**config.mk**
```make
export PLATFORM = sky130hd
export DESIGN_NAME = ika9958_cpu_regwr
export DESIGN_NICKNAME = d
export VERILOG_FILES = /design/src/rtl/ika9958_cpu_regwr.sv
export SDC_FILE = /design/constraint.sdc
export NUM_CORES = 1
export LEC_CHECK = 0
export BUFFER_PORTS_ARGS = -buffer_cell sky130_fd_sc_hd__buf_2
export CORE_MARGIN = 4
export CORE_UTILIZATION = 56
export DETAILED_ROUTE_END_ITERATION = 7
export HOLD_SLACK_MARGIN = 0.1
export PLACE_DENSITY = 0.81
export SETUP_SLACK_MARGIN = 0.02
export SLEW_MARGIN = 20
export SYNTH_ARGS = -nofsm -noshare
export SYNTH_HDL_FRONTEND = slang
export SYNTH_SLANG_ARGS = --single-unit
```
**constraint.sdc**
```tcl
create_clock -name i_EMUCLK -period 3 [get_ports i_EMUCLK]
set_input_delay 0.15 -clock i_EMUCLK [delete_from_list [all_inputs] [get_ports i_EMUCLK]]
set_output_delay 0.15 -clock i_EMUCLK [all_outputs]
set_load 0.01 [all_outputs]
```
**src/rtl/ika9958_cpu_regwr.sv**
```systemverilog
// ika9958_cpu_regwr: V9958 CPU-side register writer (port #1 byte pairs, port #3 indirect via R#17).
// Optional IKA9958_REG_WRITE_MASK_EN drops writes to unimplemented register slots.
module ika9958_cpu_regwr #(
    parameter int REG_COUNT = 64,
    parameter int R17_IDX   = 17
) (
    input  logic                     i_EMUCLK,
    input  logic                     i_RST_n,
    input  logic                     i_CS_n,
    input  logic                     i_WR_n,
    input  logic                     i_RD_n,
    input  logic [1:0]               i_MODE,
    input  logic [7:0]               i_DB,
    output logic [8*REG_COUNT-1:0]   o_REG_ARR,
    output logic                     o_REG_WE,
    output logic [5:0]               o_REG_WADDR,
    output logic                     o_VADDR_WE,
    output logic [13:0]              o_VADDR,
    output logic                     o_VADDR_RD,
    output logic                     o_FF
);

    typedef enum logic {ST_IDLE = 1'b0, ST_HAVE1 = 1'b1} state_t;

    localparam logic [5:0] R17_A = 6'(R17_IDX);

`ifdef IKA9958_REG_WRITE_MASK_EN
    // Slots 24, 28-31 and 47-63 do not exist on the V9958.
    localparam logic [63:0] WR_MASK = 64'h0000_7FFF_0EFF_FFFF;
`else
    localparam logic [63:0] WR_MASK = '1;
`endif

    state_t     r_state;
    logic [7:0] r_regs [REG_COUNT];
    logic       r_wr_act;
    logic       r_rd_act;
    logic [7:0] r_db;
    logic [1:0] r_mode;
    logic [7:0] r_latch;
    logic       r_reg_we;
    logic [5:0] r_reg_waddr;
    logic       r_vaddr_we;
    logic [13:0] r_vaddr;
    logic       r_vaddr_rd;

    logic       w_wr_act;
    logic       w_rd_act;
    logic       w_wr_commit;
    logic       w_rd_commit;
    logic [5:0] w_ptr;
    logic       w_p1_ok;
    logic       w_p3_ok;

    assign w_wr_act    = ~i_CS_n & ~i_WR_n;
    assign w_rd_act    = ~i_CS_n & ~i_RD_n & i_WR_n;
    // Commit on the first inactive cycle so one strobe yields one commit regardless of length.
    assign w_wr_commit = r_wr_act & ~w_wr_act;
    assign w_rd_commit = r_rd_act & ~w_rd_act;
    assign w_ptr       = r_regs[R17_A][5:0];
    assign w_p1_ok     = WR_MASK[r_db[5:0]];
    assign w_p3_ok     = WR_MASK[w_ptr] && (w_ptr != R17_A);

    always_ff @(posedge i_EMUCLK or negedge i_RST_n) begin
        if (!i_RST_n) begin
            r_state     <= ST_IDLE;
            // NOTE: the register file is reset slot by slot; it feeds mode decoding and must start known.
            for (int i = 0; i < REG_COUNT; i++) r_regs[i] <= '0;
            r_wr_act    <= 1'b0;
            r_rd_act    <= 1'b0;
            r_db        <= '0;
            r_mode      <= '0;
            r_latch     <= '0;
            r_reg_we    <= 1'b0;
            r_reg_waddr <= '0;
            r_vaddr_we  <= 1'b0;
            r_vaddr     <= '0;
            r_vaddr_rd  <= 1'b0;
        end else begin
            // NOTE: non-blocking throughout so every branch sees pre-edge state (e.g. R#17 pointer).
            r_reg_we   <= 1'b0;
            r_vaddr_we <= 1'b0;
            r_wr_act   <= w_wr_act;
            r_rd_act   <= w_rd_act;
            if (w_wr_act) r_db <= i_DB;
            if (w_wr_act || w_rd_act) r_mode <= i_MODE;

            if (w_wr_commit) begin
                case (r_mode)
                    2'd1: begin
                        if (r_state == ST_IDLE) begin
                            r_latch <= r_db;
                            r_state <= ST_HAVE1;
                        end else begin
                            r_state <= ST_IDLE;
                            if (r_db[7]) begin
                                if (w_p1_ok) begin
                                    r_regs[r_db[5:0]] <= r_latch;
                                    r_reg_we          <= 1'b1;
                                    r_reg_waddr       <= r_db[5:0];
                                end
                            end else begin
                                r_vaddr    <= {r_db[5:0], r_latch};
                                r_vaddr_rd <= ~r_db[6];
                                r_vaddr_we <= 1'b1;
                            end
                        end
                    end
                    2'd3: begin
                        if (w_p3_ok) begin
                            r_regs[w_ptr] <= r_db;
                            r_reg_we      <= 1'b1;
                            r_reg_waddr   <= w_ptr;
                        end
                        if (!r_regs[R17_A][7]) r_regs[R17_A][5:0] <= 6'(w_ptr + 6'd1);
                    end
                    default: ;
                endcase
            end else if (w_rd_commit && r_mode == 2'd1) begin
                r_state <= ST_IDLE;
            end
        end
    end

    for (genvar g = 0; g < REG_COUNT; g++) begin : g_flat
        assign o_REG_ARR[8*g +: 8] = r_regs[g];
    end

    assign o_REG_WE    = r_reg_we;
    assign o_REG_WADDR = r_reg_waddr;
    assign o_VADDR_WE  = r_vaddr_we;
    assign o_VADDR     = r_vaddr;
    assign o_VADDR_RD  = r_vaddr_rd;
    assign o_FF        = (r_state == ST_HAVE1);

endmodule

```
==> results of run 1 <==
per-layer routing:
layer	vias up	wire, um	track usage [%]
met5	-	28	0
li1	9692	-	-
met3	536	13500	11.7
met1	12000	35500	47.0
met4	6	7260	22.7
met2	2169	46300	59.1
worst min-delay path by stage:
| stage | end | cells after the start | slack, ns |
|---|---|---|---|
| 2_1_floorplan | o_FF$_DFFE_PN0P_ | 0 | -0.15 |
| 3_3_place_gp | o_VADDR_WE$_DFF_PN0_ | 1 | 0.21 |
| 3_5_place_dp | o_VADDR_WE$_DFF_PN0_ | 1 | 0.22 |
| 4_1_cts | o_FF$_DFFE_PN0P_ | 5 | 0.12 |
| 5_1_grt | o_FF$_DFFE_PN0P_ | 5 | 0.17 |
| 6_report | o_FF$_DFFE_PN0P_ | 5 | 0.15 |
state kept, by name, indices dropped and copies added (netlist names):
register,cells
r_latch,8
o_REG_WADDR,6
o_REG_WE,1
o_REG_ARR,512
o_FF,1
r_wr_act,1
r_db,8
o_VADDR,14
o_VADDR_RD,1
o_VADDR_WE,1
r_rd_act,1
r_mode,2
Yosys cell counts (3+ instances only):
cell type  number  share of area (%)
inv_1           6              0.083
and3_1          5               0.12
buf_2          29               0.54
o22ai_1       499                 12
dfrtp_1       556                 51
buf_6           4               0.17
or3_1           3              0.069
a21oi_4        28                1.7
mux2_2        526                 22
buf_1           6              0.083
and2_1          5               0.12
and4b_1         8               0.30
o2bb2ai_1       7               0.23
buf_4           4               0.11
nand2_1       155                2.2
nor2_1          4              0.055
a21oi_2        35                1.1
o21ai_0        12               0.22
nor2b_1         4              0.093
a21oi_1         4              0.074
mux2_4          8               0.44
clkbuf_1      143                2.0
mux2_1          5               0.21
nor4bb_1       11               0.41
clkbuf_2       11               0.20
nand3_1       131                2.4
nor4b_4         8               0.70
mux2i_1         7               0.26
critical path: stages (launching register included):
cell      delay [ns]
dfrtp_1         0.44
buf_4           0.31
nor4bb_1        0.62
buf_4           0.28
nand3_1         0.12
a21oi_2         0.44
mux2_2          0.40
power groups by stage:
| stage | Sequential (mW) | Combinational (mW) | Clock [mW] |
|---|---|---|---|
| 5_1_grt | 8.00 | 4.10 | 7.33 |
| 6_report | 7.98 | 4.09 | 7.00 |
| 2_1_floorplan | 8.04 | 1.96 | 0 |
| 4_1_cts | 7.97 | 3.87 | 7.00 |
| 3_3_place_gp | 8.08 | 3.78 | 0 |
| 3_5_place_dp | 8.10 | 3.82 | 0 |
cell usage in the layout, fill, tap and decap left out, types with 12 or more instances in the layout:
cell type / count
a21oi_2: 35
a21oi_4: 28
buf_12: 19
buf_2: 549
buf_4: 75
clkbuf_1: 13
clkbuf_16: 57
clkbuf_8: 13
dfrtp_1: 556
dlygate4sd3_1: 22
mux2_2: 526
nand2_1: 138
nand3_1: 131
o21ai_0: 12
o22ai_1: 499
cell families (layout without fill, tap and decap cells):
family,after synthesis,after routing
XOR/XNOR,1,1
AND/OR/NAND/NOR,348,348
AO/OA/AOI/OAI,601,601
other,0,2
multiplexers,546,546
flip-flops,556,556
buffers and inverters,204,772
adder cells (fa/ha/maj),2,2
timing repair:
item,in CTS,in global routing
setup endpoints to repair,0,0
resized for setup,0,0
hold buffers,22,0
hold endpoints to repair,127,0
layout make-up:
type	count	area, um2	area share [%]
Sequential cell	556	13900	42.4
Multi-Input combinational cell	1498	12400	37.7
Timing Repair Buffer	666	3930	12.0
Clock buffer	83	1650	5.04
Tap cell	615	769	2.34
Clock inverter	17	153	0.465
Inverter	6	22.5	0.0686
Antenna cell	2	5.00	0.0152
==> results.tsv, run 1 <==
stage	metric	value	unit
yosys	Netlist cell types	54	
final_layout	final instance area	32800	um2
sta	RSZ-0062 raised after global routing	false	
sta	pins over their slew limit	0	
yosys	Synth Area in Compound Gates	15.4	%
yosys	Post-synth top flop	dfrtp_1	
yosys	mux cell area share after synthesis	22.8	%
sta	Fin Hold WS	0.147	ns
sta	FMAX	364	MHz
critical_path	Worst Setup Path Type	flip-flop to flip-flop	
clock_tree	CTS H-tree depth	2	
critical_path	CP startpoint	r_db[0]$_DFFE_PN0P_	
yosys	post-synthesis sequential area ratio	51.4	%
clock_tree	worst skew pair latency	0.62	ns
clock_tree	clk sinks	556	
place	dpl ws	0.309	ns
critical_path	r2r setup slk	0.25	ns
sta	setup slack after layout	0.252	ns
final_layout	Nets	2802	
clock_tree	total CTS buffers	57	
floorplanning	num ports	551	
place	dpl cell area	30800	um2
critical_path	reg2reg start	r_db[0]$_DFFE_PN0P_	
critical_path	worst setup path endpoint	o_REG_ARR[317]$_DFFE_PN0P_	
sta	Max-slew headroom	41.4	%
yosys	Post-Synth XOR/XNOR Area	0.0324	%
power_and_ir_drop	leak pwr	16.1	nW
power_and_ir_drop	sw power	6.37	mW
yosys	largest family of logic cells by synthesized area	multiplexers	
grt	largest net degree at the start of global routing	85	
floorplanning	site row count	80	
place	HPWL Detailed	66.8	mm
drt	Routed WL	103	mm
sta	Hold Fails Final Rpt	0	
sta	setup TNS	0	ns
sta	fin crit period	2.75	ns
drt	routed len/inst	29.8	um
floorplanning	Starting Density	56.7	%
drt	drt pass-1 iters	6	
final_layout	P&R area growth vs syn	21.4	%
power_and_ir_drop	VDD IR max	564	uV
final_layout	final cell count without fillers	3443	
yosys	Synth async-reset ratio	100	%
sta	setup violators final	0	
yosys	post-synthesis cell area	27000	um2
min_path	Hold Crit Class	primary input to flip-flop	
drt	drt via density	7.08	
critical_path	worst-case reg-to-reg path depth	6	
clock_tree	TritonCTS clock tree	done	
critical_path	worst r2r dst	o_REG_ARR[317]$_DFFE_PN0P_	
grt	first-pass GRT wire length	155	mm
drt	Detail Route Antenna Nets	0	
clock_tree	Max Buffers Root-to-Sink	3	
drt	total number of vias	24400	
final_layout	# fillers	3320	
drt	Starting DRT DRC Count	3109	
clock_tree	CTS Root Cell	clkbuf_16	
final_layout	layout cells sized above 1	48.5	%
place	Placer Congestion	0.892	
yosys	#FFs+latches synth	556	
critical_path	Worst Setup End Kind	flip-flop	
power_and_ir_drop	Sw Ratio	33.4	%
floorplanning	die width	228	um
min_path	Hold Crit Start	i_CS_n	
yosys	Cells after Synth	2258	
critical_path	CP required	3.49	ns
grt	initial antenna violation count	5	
power_and_ir_drop	clock share of power	36.7	%
floorplanning	die area	51900	um2
power_and_ir_drop	logic gate share of total power	21.5	%
outcome	status	finished, final reports clean	
power_and_ir_drop	Pwr Density	581	nW/um2
yosys	Yosys Warn Count	0	
job	Max Cap Viol	0	
clock_tree	Setup Fix Bufs, Post-CTS	0	
yosys	EDFF count, synth	0	
floorplanning	core box area	47700	um2
yosys	Synth Area in Adders	0.0925	%
grt	total gr overflow	0	
sta	Final period util	91.6	%
critical_path	Startpoint Class	flip-flop	
yosys	Simple-Gate Fraction of Synth Area	6.97	%
critical_path	Max FO, Critical Path	17	
final_layout	Layout Utilization	68.8	%
sta	Slew @ Worst Pin	0.874	ns
yosys	Post-Syn Nets	2275	
power_and_ir_drop	Tot Pwr	19.1	mW
power_and_ir_drop	Sequential Power Share	41.8	%
place	port bufs	550	
grt	vias in the first global route	24700	
sta	clk_skew	0.0176	ns
drt	DRC errors left	0	
yosys	syn avg cell area	12.0	um2
power_and_ir_drop	Internal Power	12.7	mW
clock_tree	Reg clk slew, reported paths	0.06	ns
critical_path	arrival time worst endpoint	3.24	ns
place	Inst Count DP	3319	
grt	All-Layer GR Usage	38.0	%
floorplanning	chip height	228	um
Power figures use the tool's default switching activity.
==> inputs of run 2 (changes only) <==
--- a/config.mk
+++ b/config.mk
@@ -5,12 +5,12 @@
 export SDC_FILE = /design/constraint.sdc
 export NUM_CORES = 1
 export LEC_CHECK = 0
-export BUFFER_PORTS_ARGS = -buffer_cell sky130_fd_sc_hd__buf_2
 export CORE_MARGIN = 4
-export CORE_UTILIZATION = 56
+export CORE_UTILIZATION = 60
 export DETAILED_ROUTE_END_ITERATION = 7
+export DONT_BUFFER_PORTS = 1
 export HOLD_SLACK_MARGIN = 0.1
-export PLACE_DENSITY = 0.81
+export PLACE_DENSITY = 0.76
 export SETUP_SLACK_MARGIN = 0.02
 export SLEW_MARGIN = 20
 export SYNTH_ARGS = -nofsm -noshare
==> run 2 against run 1 <==
Compared with the run above: the flow now finishes with violations (hold timing, slew limit); via count fell by 9.5%; non-clock buffer count fell by 564; maximum frequency rose by 7.8%; highest routed layer unchanged.
==> results.tsv, run 2 (same netlist as run 1, synthesis figures left out) <==
stage	metric	value	unit	change
grt	All-Layer GR Usage	38.9	%	was 38.0%
clock_tree	worst skew pair latency	0.60	ns	was 0.62 ns
grt	initial antenna violation count	3		was 5
sta	setup violators final	0		unchanged
grt	total gr overflow	0		unchanged
sta	FMAX	392	MHz	was 364 MHz
final_layout	layout cells sized above 1	35.8	%	was 48.5%
power_and_ir_drop	Tot Pwr	19.1	mW	about the same
final_layout	final instance area	30100	um2	was 32800 um2
outcome	status	complete, but fails checks		was finished, final reports clean
critical_path	WP depth	5		was 6
drt	DRC errors left	0		unchanged
critical_path	r2r setup slk	0.45	ns	was 0.25 ns
critical_path	CP required	3.48	ns	was 3.49 ns
final_layout	Nets	2237		was 2802
floorplanning	chip height	220	um	was 228 um
grt	vias in the first global route	22200		was 24700
critical_path	Worst Setup End Kind	flip-flop		unchanged
sta	setup TNS	0	ns	unchanged
critical_path	crit path cell chain	and2_4, buf_4, nand3_1, a21oi_2, mux2_2		was buf_4, nor4bb_1, buf_4, nand3_1, a21oi_2, mux2_2
job	Max Cap Viol	0		unchanged
final_layout	Layout Utilization	67.8	%	was 68.8%
critical_path	Worst Setup Path Type	flip-flop to flip-flop		unchanged
critical_path	worst r2r dst	o_REG_ARR[320]$_DFFE_PN0P_		was o_REG_ARR[317]$_DFFE_PN0P_
final_layout	# fillers	3121		was 3320
sta	RSZ-0062 raised after global routing	false		unchanged
place	port bufs	0		was 550
critical_path	cell family with most CP delay	simple AND/OR/NAND/NOR gates		unchanged
power_and_ir_drop	VDD IR max	634	uV	was 564 uV
clock_tree	clk sinks	556		unchanged
clock_tree	Setup Fix Bufs, Post-CTS	0		unchanged
power_and_ir_drop	Pwr Density	635	nW/um2	was 581 nW/um2
floorplanning	die area	48500	um2	was 51900 um2
drt	drt via density	7.74		was 7.08
final_layout	most frequent cells in the layout	552 x dfrtp_1, 526 x mux2_2, 499 x o22ai_1, 138 x nand2_1, 131 x nand3_1		was 556 x dfrtp_1, 549 x buf_2, 526 x mux2_2, 499 x o22ai_1, 138 x nand2_1
sta	Hold Fails Final Rpt	556		was 0
grt	first-pass GRT wire length	144	mm	was 155 mm
place	HPWL Detailed	62.2	mm	was 66.8 mm
clock_tree	TritonCTS clock tree	done		unchanged
floorplanning	core box area	44400	um2	was 47700 um2
outcome	failing checks	hold timing, slew limit		
critical_path	reg2reg start	r_mode[1]$_DFFE_PN0P_		was r_db[0]$_DFFE_PN0P_
floorplanning	site row count	77		was 80
final_layout	max reg flops	512		unchanged
clock_tree	post-CTS sizing	0		unchanged
floorplanning	Starting Density	60.9	%	was 56.7%
clock_tree	CTS Root Cell	clkbuf_16		unchanged
floorplanning	num ports	551		unchanged
drt	Detail Route Antenna Nets	0		unchanged
drt	Starting DRT DRC Count	3163		was 3109
critical_path	Max FO, Critical Path	29		was 17
drt	drt pass-1 iters	8		was 6
power_and_ir_drop	leak pwr	13.1	nW	was 16.1 nW
clock_tree	Max Buffers Root-to-Sink	3		unchanged
sta	fin crit period	2.55	ns	was 2.75 ns
floorplanning	die width	220	um	was 228 um
critical_path	arrival time worst endpoint	3.03	ns	was 3.24 ns
critical_path	worst stage delay on the critical path	0.57	ns	was 0.62 ns
critical_path	CP startpoint	r_mode[1]$_DFFE_PN0P_		was r_db[0]$_DFFE_PN0P_
clock_tree	CTS H-tree depth	2		unchanged
sta	Fin Hold WS	-0.755	ns	was 0.147 ns
sta	Final period util	85.0	%	was 91.6%
min_path	Hold Crit Class	primary input to asynchronous set/reset pin		was primary input to flip-flop
grt	largest net degree at the start of global routing	557		was 85
sta	pins over their slew limit	132		was 0
clock_tree	cts hold-fix bufs	24		was 22
sta	clk_skew	0.0125	ns	was 0.0176 ns
critical_path	Startpoint Class	flip-flop		unchanged
drt	total number of vias	22100		was 24400
clock_tree	total CTS buffers	56		was 57
drt	routed len/inst	34.5	um	was 29.8 um
critical_path	crit path buf inv count	1		was 2
sta	Max-slew headroom	-9.78	%	was 41.4%
critical_path	worst-case reg-to-reg path depth	5		was 6
critical_path	slowest stage cell, crit path	and2_4		was nor4bb_1
critical_path	worst setup path endpoint	o_REG_ARR[320]$_DFFE_PN0P_		was o_REG_ARR[317]$_DFFE_PN0P_
final_layout	P&R area growth vs syn	11.4	%	was 21.4%
sta	Slew @ Worst Pin	1.65	ns	was 0.874 ns
clock_tree	Reg clk slew, reported paths	0.06	ns	about the same
place	Placer Congestion	0.882		was 0.892
drt	Routed WL	98.6	mm	was 103 mm
place	dpl cell area	28000	um2	was 30800 um2
final_layout	most common cell after layout, fill and taps aside	dfrtp_1		unchanged
## run 2: cell type report
type                            instances  area (um2)  share of cell area, %
Timing Repair Buffer                  102        1160                   3.86
Clock buffer                           84        1680                   5.57
Clock inverter                         14         201                  0.669
Sequential cell                       556       13900                   46.2
Multi-Input combinational cell       1498       12400                   41.2
Tap cell                              592         741                   2.46
Antenna cell                            2        5.00                 0.0166
Inverter                                6        22.5                 0.0748
## run 2: how the worst min path moves through the flow
stage,start,to,slack [ns],cells past startpoint
floorplan,i_RST_n,o_FF$_DFFE_PN0P_,-0.15,0
global placement,i_RST_n,o_VADDR[3]$_DFFE_PN0P_,-0.13,0
detailed placement,i_RST_n,o_VADDR[3]$_DFFE_PN0P_,-0.13,0
CTS,i_RST_n,o_VADDR[3]$_DFFE_PN0P_,-0.78,0
global route,i_RST_n,o_VADDR[3]$_DFFE_PN0P_,-0.78,0
finish,i_RST_n,o_VADDR[3]$_DFFE_PN0P_,-0.76,0
## run 2: metrics by stage
| step | setup slack (ns) | std cells |
|---|---|---|
| floorplan | 0.614 | 2258 |
| global route | 0.364 | 2853 |
| detailed placement | 0.457 | 2730 |
| CTS | 0.437 | 2852 |
| finish | 0.450 | 2854 |
| global placement | 0.561 | 2730 |
## run 2: power by group
part           internal (mW)  leakage (nW)  switching [mW]
registers               7.71          7.70           0.491
clock network           4.26         0.927            2.97
logic                  0.942          4.45            2.75
## run 2: per-layer routing
layer / up-vias / routed length (um) / global-route usage [%]
met1: 11100 / 33200 / 46.5
li1: 8597 / - / -
met4: 4 / 6970 / 23.4
met2: 1858 / 44300 / 60.3
met3: 552 / 14100 / 14.7
met5: - / 27 / 0
